$ cat src/rtl/tx_framer_8b10.sv
// Character framer feeding encoder_8b10: SOF, payload bytes and EOF, with K28.5 idles between frames.
// Latency: a byte accepted on edge N is on enc_din immediately after edge N; one character per clock.
// Backpressure: s_ready is high only in DATA; a missing byte in DATA emits K23.7 fill and pulses underrun.
module tx_framer_8b10 #(
  parameter int IDLE_MIN = 2,
  parameter int MAX_LEN  = 256,
  parameter int CNT_W    = 16
) (
  input  logic             clk,
  input  logic             rst,
  input  logic [7:0]       s_data,
  input  logic             s_valid,
  input  logic             s_last,
  output logic             s_ready,
  output logic             enc_en,
  output logic [7:0]       enc_din,
  output logic             enc_kin,
  output logic             underrun,
  output logic             len_err,
  output logic [CNT_W-1:0] frame_cnt
);

  localparam logic [1:0] ST_IDLE = 2'd0;
  localparam logic [1:0] ST_DATA = 2'd1;
  localparam logic [1:0] ST_EOF  = 2'd2;

  localparam logic [7:0] K_SOF  = 8'hFB;  // K27.7
  localparam logic [7:0] K_EOF  = 8'hFD;  // K29.7
  localparam logic [7:0] K_IDLE = 8'hBC;  // K28.5
  localparam logic [7:0] K_FILL = 8'hF7;  // K23.7

  // One spare bit so IDLE_MIN itself is representable and 0 still yields a legal width.
  localparam int GAP_W  = $clog2(IDLE_MIN + 1) + 1;
  localparam int BYTE_W = $clog2(MAX_LEN) + 1;
  localparam logic [GAP_W-1:0]  GAP_SAT  = GAP_W'(IDLE_MIN);
  localparam logic [BYTE_W-1:0] LEN_LAST = BYTE_W'(MAX_LEN - 1);

  logic [1:0]        state;
  logic [GAP_W-1:0]  gap_cnt;
  logic [BYTE_W-1:0] byte_cnt;
  logic              trunc;

  // Ready depends on state alone so upstream never sees a combinational loop through s_valid.
  assign s_ready = (state == ST_DATA);

  // Framing FSM and registered encoder-side outputs; one character leaves every clock.
  always_ff @(posedge clk or posedge rst) begin
    if (rst) begin
      state     <= ST_IDLE;
      gap_cnt   <= GAP_SAT;
      byte_cnt  <= '0;
      trunc     <= 1'b0;
      enc_en    <= 1'b0;
      enc_din   <= K_IDLE;
      enc_kin   <= 1'b1;
      underrun  <= 1'b0;
      len_err   <= 1'b0;
      frame_cnt <= '0;
    end else begin
      enc_en   <= 1'b1;
      underrun <= 1'b0;
      len_err  <= 1'b0;
      case (state)
        ST_IDLE: begin
          // The pending byte is left in place; SOF only announces it.
          if ((gap_cnt >= GAP_SAT) && s_valid) begin
            enc_din  <= K_SOF;
            enc_kin  <= 1'b1;
            byte_cnt <= '0;
            state    <= ST_DATA;
          end else begin
            enc_din <= K_IDLE;
            enc_kin <= 1'b1;
            if (gap_cnt < GAP_SAT) gap_cnt <= gap_cnt + 1'b1;
          end
        end
        ST_DATA: begin
          if (s_valid) begin
            enc_din  <= s_data;
            enc_kin  <= 1'b0;
            byte_cnt <= byte_cnt + 1'b1;
            // Hitting the length limit without s_last closes the frame early; the rest
            // of the upstream packet becomes a new frame after the usual gap.
            if (s_last || (byte_cnt == LEN_LAST)) begin
              state <= ST_EOF;
              trunc <= ~s_last;
            end
          end else begin
            enc_din  <= K_FILL;
            enc_kin  <= 1'b1;
            underrun <= 1'b1;
          end
        end
        ST_EOF: begin
          enc_din   <= K_EOF;
          enc_kin   <= 1'b1;
          len_err   <= trunc;
          trunc     <= 1'b0;
          frame_cnt <= frame_cnt + 1'b1;
          gap_cnt   <= '0;
          state     <= ST_IDLE;
        end
        default: begin
          enc_din <= K_IDLE;
          enc_kin <= 1'b1;
          state   <= ST_IDLE;
        end
      endcase
    end
  end

endmodule

$ cat config.mk
export PLATFORM = sky130hd
export DESIGN_NAME = tx_framer_8b10
export DESIGN_NICKNAME = d
export VERILOG_FILES = /design/src/rtl/tx_framer_8b10.sv
export SDC_FILE = /design/constraint.sdc
export NUM_CORES = 1
export LEC_CHECK = 0
export BUFFER_PORTS_ARGS = -buffer_cell sky130_fd_sc_hd__buf_4
export CORE_AREA = 3 3 53 92
export CTS_CLUSTER_DIAMETER = 60
export DETAILED_ROUTE_END_ITERATION = 16
export DIE_AREA = 0 0 56 95
export PLACE_DENSITY = 0.67
export SLEW_MARGIN = 20
export SYNTH_ARGS = -nofsm -noshare
export SYNTH_HDL_FRONTEND = slang
export SYNTH_SLANG_ARGS = --single-unit
$ cat constraint.sdc
create_clock -name clk -period 2.25 [get_ports clk]
set_input_delay 0.1125 -clock clk [delete_from_list [all_inputs] [get_ports clk]]
set_output_delay 0.1125 -clock clk [all_outputs]
set_load 0.03 [all_outputs]
==> results by stage <==
Status:
- The run finished with clean final reports.

Clock tree:
- The number of buffers inserted to repair setup after CTS is 0.
- The number of sinks driven by the clock tree is 43.
- The clock-pin transition on the worst setup and hold timing paths is 80 ps.
- The CTS H-tree depth is 2.
- TritonCTS built the clock tree.
- The total of cells resized after clock tree synthesis is 0.
- Clock latency on the worst-skew pair, taken at its later pin, is 300 ps.
- Hold repair after CTS inserted 4 buffers.
- The maximum count of clock buffers along a single path is 2.
- The number of clock buffers inserted by TritonCTS is 5.
- CTS placed an instance of sky130_fd_sc_hd__clkbuf_8 at the clock tree root.

Logic synthesis:
- By area, the combinational part of the netlist is dominated by simple AND/OR/NAND/NOR gates.
- The adder and majority gate portion of the synthesized area is 0.03262.
- After synthesis the netlist holds a flip-flop and latch count of 43.
- For this run, asynchronously set or reset flops after synthesis account for 1.000.
- Of the synthesized area, sequential elements account for 0.5656.
- Of the total synthesized cell area, the portion taken by AND, OR, NAND and NOR gates is 0.1853.
- Yosys mapped a number of flops with a built-in enable equal to 0.
- The area of the mapped netlist is 1918 µm².
- The count of yosys warnings during synthesis is 0.
- The most common flop cell mapped by yosys is sky130_fd_sc_hd__dfrtp_1.
- The synthesized-area fraction occupied by xor and xnor cells is 0.07241.
- The average cell area after synthesis is 10.90 µm².
- The distinct cell type count after synthesis is 39.
- The synthesized-area fraction occupied by ao, oa, aoi and oai cells was 0.1024.
- The multiplexer share of the synthesized area is 0.005871.
- The gate count of the mapped netlist is 176.
- When the netlist entered floorplanning its net count stood at 193.

Power:
- The leakage power of the design is 0.001182 µW.
- In this run the power density over the cells is 974.5 nW/µm².
- The peak supply drop is 813.0 µV.

STA:
- The minimum clock period after layout is 1793 ps.
- Summed over all failing endpoints, the final setup total negative slack is 0 ps.
- Measured against its own limit, the worst slew margin works out to 0.6512.
- Dividing the final minimum period by the clock period gives 0.7969.
- Setup violations remaining at the end of the flow were counted as 0.
- The worst clock skew is 5.685 ps.
- The max-slew violation count is 0.
- Setup repair after global routing left no endpoint under its margin.
- In the post-route analysis, the smallest setup slack over all paths is 457.0 ps.
- The number of hold violations in the final report came to 0.
- The achievable frequency is 557.7 MHz.
- The transition time of the tightest slew-check pin is 522.6 ps.

Global routing:
- The number of antenna violations at the first check in global routing is 0.
- Across every metal layer, demand over resource in global routing totals 0.1674.
- The maximum number of pins on one net before global-route repair is 32.
- The first global-routing pass estimated 6975 µm of wire.
- Global routing finished with a remaining overflow of 0.
- The number of global-route vias before repair came to 1559.

Place:
- The pre-CTS setup slack is 502.2 ps.
- Routability-driven placement finished with a final weighted congestion of 0.8355.
- During placement, the flow inserted port buffers numbering 40.
- Detailed placement ended at an HPWL of 2846 µm.

Worst setup path:
- The worst setup path category is reg2reg.
- The timing endpoint of the critical path is state[0]$_DFFE_PP0P_.
- STA classifies the critical path endpoint as a flip-flop.
- The worst register-to-register path has a depth of 7.
- The worst setup path is launched from a flip-flop.
- The setup slack of the most critical reg-to-reg path is 460 ps.
- Of all nets on the critical path, the largest fanout is 4.
- The launching element of the worst setup path is byte_cnt[0]$_DFFE_PP0P_.
- The worst register-to-register path begins at byte_cnt[0]$_DFFE_PP0P_.
- For the worst setup path, the data required time is 2460 ps.
- The worst register-to-register path ends at state[0]$_DFFE_PP0P_.
- STA puts the critical path data arrival time at 2010 ps.

Die:
- The core footprint is 4189 µm².
- The width of the die is 56 µm.
- The floorplan die height is 95 µm.
- The initial utilization of the core area, before any placement, comes to 0.4579.
- The standard-cell row count is 31.
- The area enclosed by the die boundary is 5320 µm².
- Pin placement for this block handled 41 I/O pins.

Detailed routing:
- After the first detailed-routing iteration, the DRC count stood at 51.
- The vias after detailed routing is 1480.
- For this run, design rule violations remaining after detail routing come to 0.
- The first TritonRoute pass finished after 4 iterations.
- The per-cell via count in the routed design is 5.441.
- The antenna violation net count after detailed routing is 0.
- The final layout contains routed wiring with a total length of 4019 µm.
- The detailed-route wire length per cell is 14.78 µm.

Cells and area:
- From synthesis to final layout, the design area changed by 26.03%.
- The count of inserted antenna diode cells is 0.
- The share of post-route cells with drive strength above 1 is 0.2870.
- At the end of the flow, the number of nets in the layout was 239.
- The filler cells instantiated in the layout total 355.

Run:
- The count of maximum capacitance violations is 0.

Hold path:
- The min-delay analysis places its worst path in the category in2reg.
==> worst max-delay path: stages (launching register included) <==
cell	delay (ps)
sky130_fd_sc_hd__dfrtp_1	420
sky130_fd_sc_hd__ha_1	240
sky130_fd_sc_hd__and3_1	230
sky130_fd_sc_hd__nand3_1	120
sky130_fd_sc_hd__nor2_1	60
sky130_fd_sc_hd__ha_1	180
sky130_fd_sc_hd__or2_2	280
sky130_fd_sc_hd__a31oi_1	180
==> sequential cells by signal (all words and copies together) (netlist names) <==
| register | count |
|---|---|
| len_err | 1 |
| enc_kin | 1 |
| enc_en | 1 |
| frame_cnt | 16 |
| gap_cnt | 3 |
| state | 2 |
| trunc | 1 |
| underrun | 1 |
| byte_cnt | 9 |
| enc_din | 8 |
==> metrics by stage <==
step | utilization | power, µW | std cells | cell area (µm²) | hold WS (ps)
after floorplan | - | 1526 | 176 | 1918 | 208.7
after global placement | 0.5406 | 1750 | 260 | 2265 | 170.0
after detailed placement | 0.5406 | 1770 | 260 | 2265 | 184.1
after CTS | 0.5771 | 2380 | 272 | 2417 | 16.46
after global routing | 0.5771 | 2510 | 272 | 2417 | 22.83
final | 0.5771 | 2356 | 272 | 2417 | 23.85
==> synth_stat cells, types with 2 or more instances <==
cell                       count  share of area
sky130_fd_sc_hd__nand2_1      16          0.031
sky130_fd_sc_hd__dfstp_2       7          0.096
sky130_fd_sc_hd__a21oi_1       3         0.0078
sky130_fd_sc_hd__nor2_1       13          0.025
sky130_fd_sc_hd__o21ai_0      15          0.039
sky130_fd_sc_hd__inv_1         6          0.012
sky130_fd_sc_hd__buf_2         4          0.010
sky130_fd_sc_hd__o21bai_1      2         0.0078
sky130_fd_sc_hd__and3_1        6          0.020
sky130_fd_sc_hd__and2b_1       2         0.0078
sky130_fd_sc_hd__nand4_1       2         0.0065
sky130_fd_sc_hd__a22o_1        2         0.0091
sky130_fd_sc_hd__nand3_1       8          0.021
sky130_fd_sc_hd__nor2b_1       3         0.0098
sky130_fd_sc_hd__a31oi_1       4          0.013
sky130_fd_sc_hd__xnor2_1      11          0.050
sky130_fd_sc_hd__dfrtp_1      36           0.47
sky130_fd_sc_hd__and4_1        6          0.027
sky130_fd_sc_hd__or2_2         4          0.013
sky130_fd_sc_hd__ha_1          5          0.033
sky130_fd_sc_hd__xor2_1        3          0.014
==> layout make-up <==
type	instances	area [µm²]	share of cell area
sequential	43	1085	0.4488
multi-input combinational	120	768.2	0.3178
inverter	6	22.52	0.009317
clock inverter	3	43.79	0.01812
clock buffer	5	68.82	0.02847
timing repair buffer	46	367.9	0.1522
tap	49	61.31	0.02536
==> cell usage in the layout, fill, tap and decap left out, types with 2 or more instances in the layout <==
| cell | count |
|---|---|
| sky130_fd_sc_hd__a21oi_1 | 3 |
| sky130_fd_sc_hd__a22o_1 | 2 |
| sky130_fd_sc_hd__a31oi_1 | 4 |
| sky130_fd_sc_hd__and2b_1 | 2 |
| sky130_fd_sc_hd__and3_1 | 6 |
| sky130_fd_sc_hd__and4_1 | 6 |
| sky130_fd_sc_hd__buf_4 | 41 |
| sky130_fd_sc_hd__clkbuf_8 | 5 |
| sky130_fd_sc_hd__dfrtp_1 | 36 |
| sky130_fd_sc_hd__dfstp_2 | 7 |
| sky130_fd_sc_hd__dlygate4sd3_1 | 4 |
| sky130_fd_sc_hd__ha_1 | 5 |
| sky130_fd_sc_hd__inv_1 | 6 |
| sky130_fd_sc_hd__nand2_1 | 16 |
| sky130_fd_sc_hd__nand3_1 | 8 |
| sky130_fd_sc_hd__nand4_1 | 2 |
| sky130_fd_sc_hd__nor2_1 | 13 |
| sky130_fd_sc_hd__nor2b_1 | 3 |
| sky130_fd_sc_hd__o21ai_0 | 15 |
| sky130_fd_sc_hd__o21bai_1 | 2 |
| sky130_fd_sc_hd__or2_2 | 4 |
| sky130_fd_sc_hd__xnor2_1 | 11 |
| sky130_fd_sc_hd__xor2_1 | 3 |
==> power by group <==
group	internal (µW)	switching [µW]	total (µW)
logic	268	428	696
clock network	330	265	596
registers	929	136	1060
==> cell families after synthesis <==
| logic type | Yosys count |
|---|---|
| adder cells (fa/ha/maj) | 5 |
| other | 1 |
| buffers and inverters | 13 |
| multiplexers | 1 |
| flip-flops | 43 |
| XOR/XNOR | 15 |
| AO/OA/AOI/OAI | 32 |
| AND/OR/NAND/NOR | 66 |
==> routing by layer <==
metal / up-vias / global-route usage / part of all wire
li1: 695 / - / -
met1: 715 / 0.1805 / 0.39
met2: 59 / 0.2939 / 0.52
met3: 11 / 0.03283 / 0.062
met4: 0 / 0.1089 / 0.029
met5: - / 0 / 0
==> how the worst min path moves through the flow <==
stage | slack [ps] | cells past startpoint | to | startpoint
2_1_floorplan | 210 | 2 | enc_din[3]$_DFF_PP1_ | s_data[3]
3_3_place_gp | 170 | 2 | frame_cnt[6]$_DFFE_PP0P_ | rst
3_5_place_dp | 180 | 2 | frame_cnt[7]$_DFFE_PP0P_ | rst
4_1_cts | 20 | 3 | enc_din[3]$_DFF_PP1_ | s_data[3]
5_1_grt | 20 | 2 | enc_din[2]$_DFF_PP1_ | s_data[2]
6_report | 20 | 2 | enc_din[2]$_DFF_PP1_ | s_data[2]
Note: power is estimated with default switching activity, not from simulation.
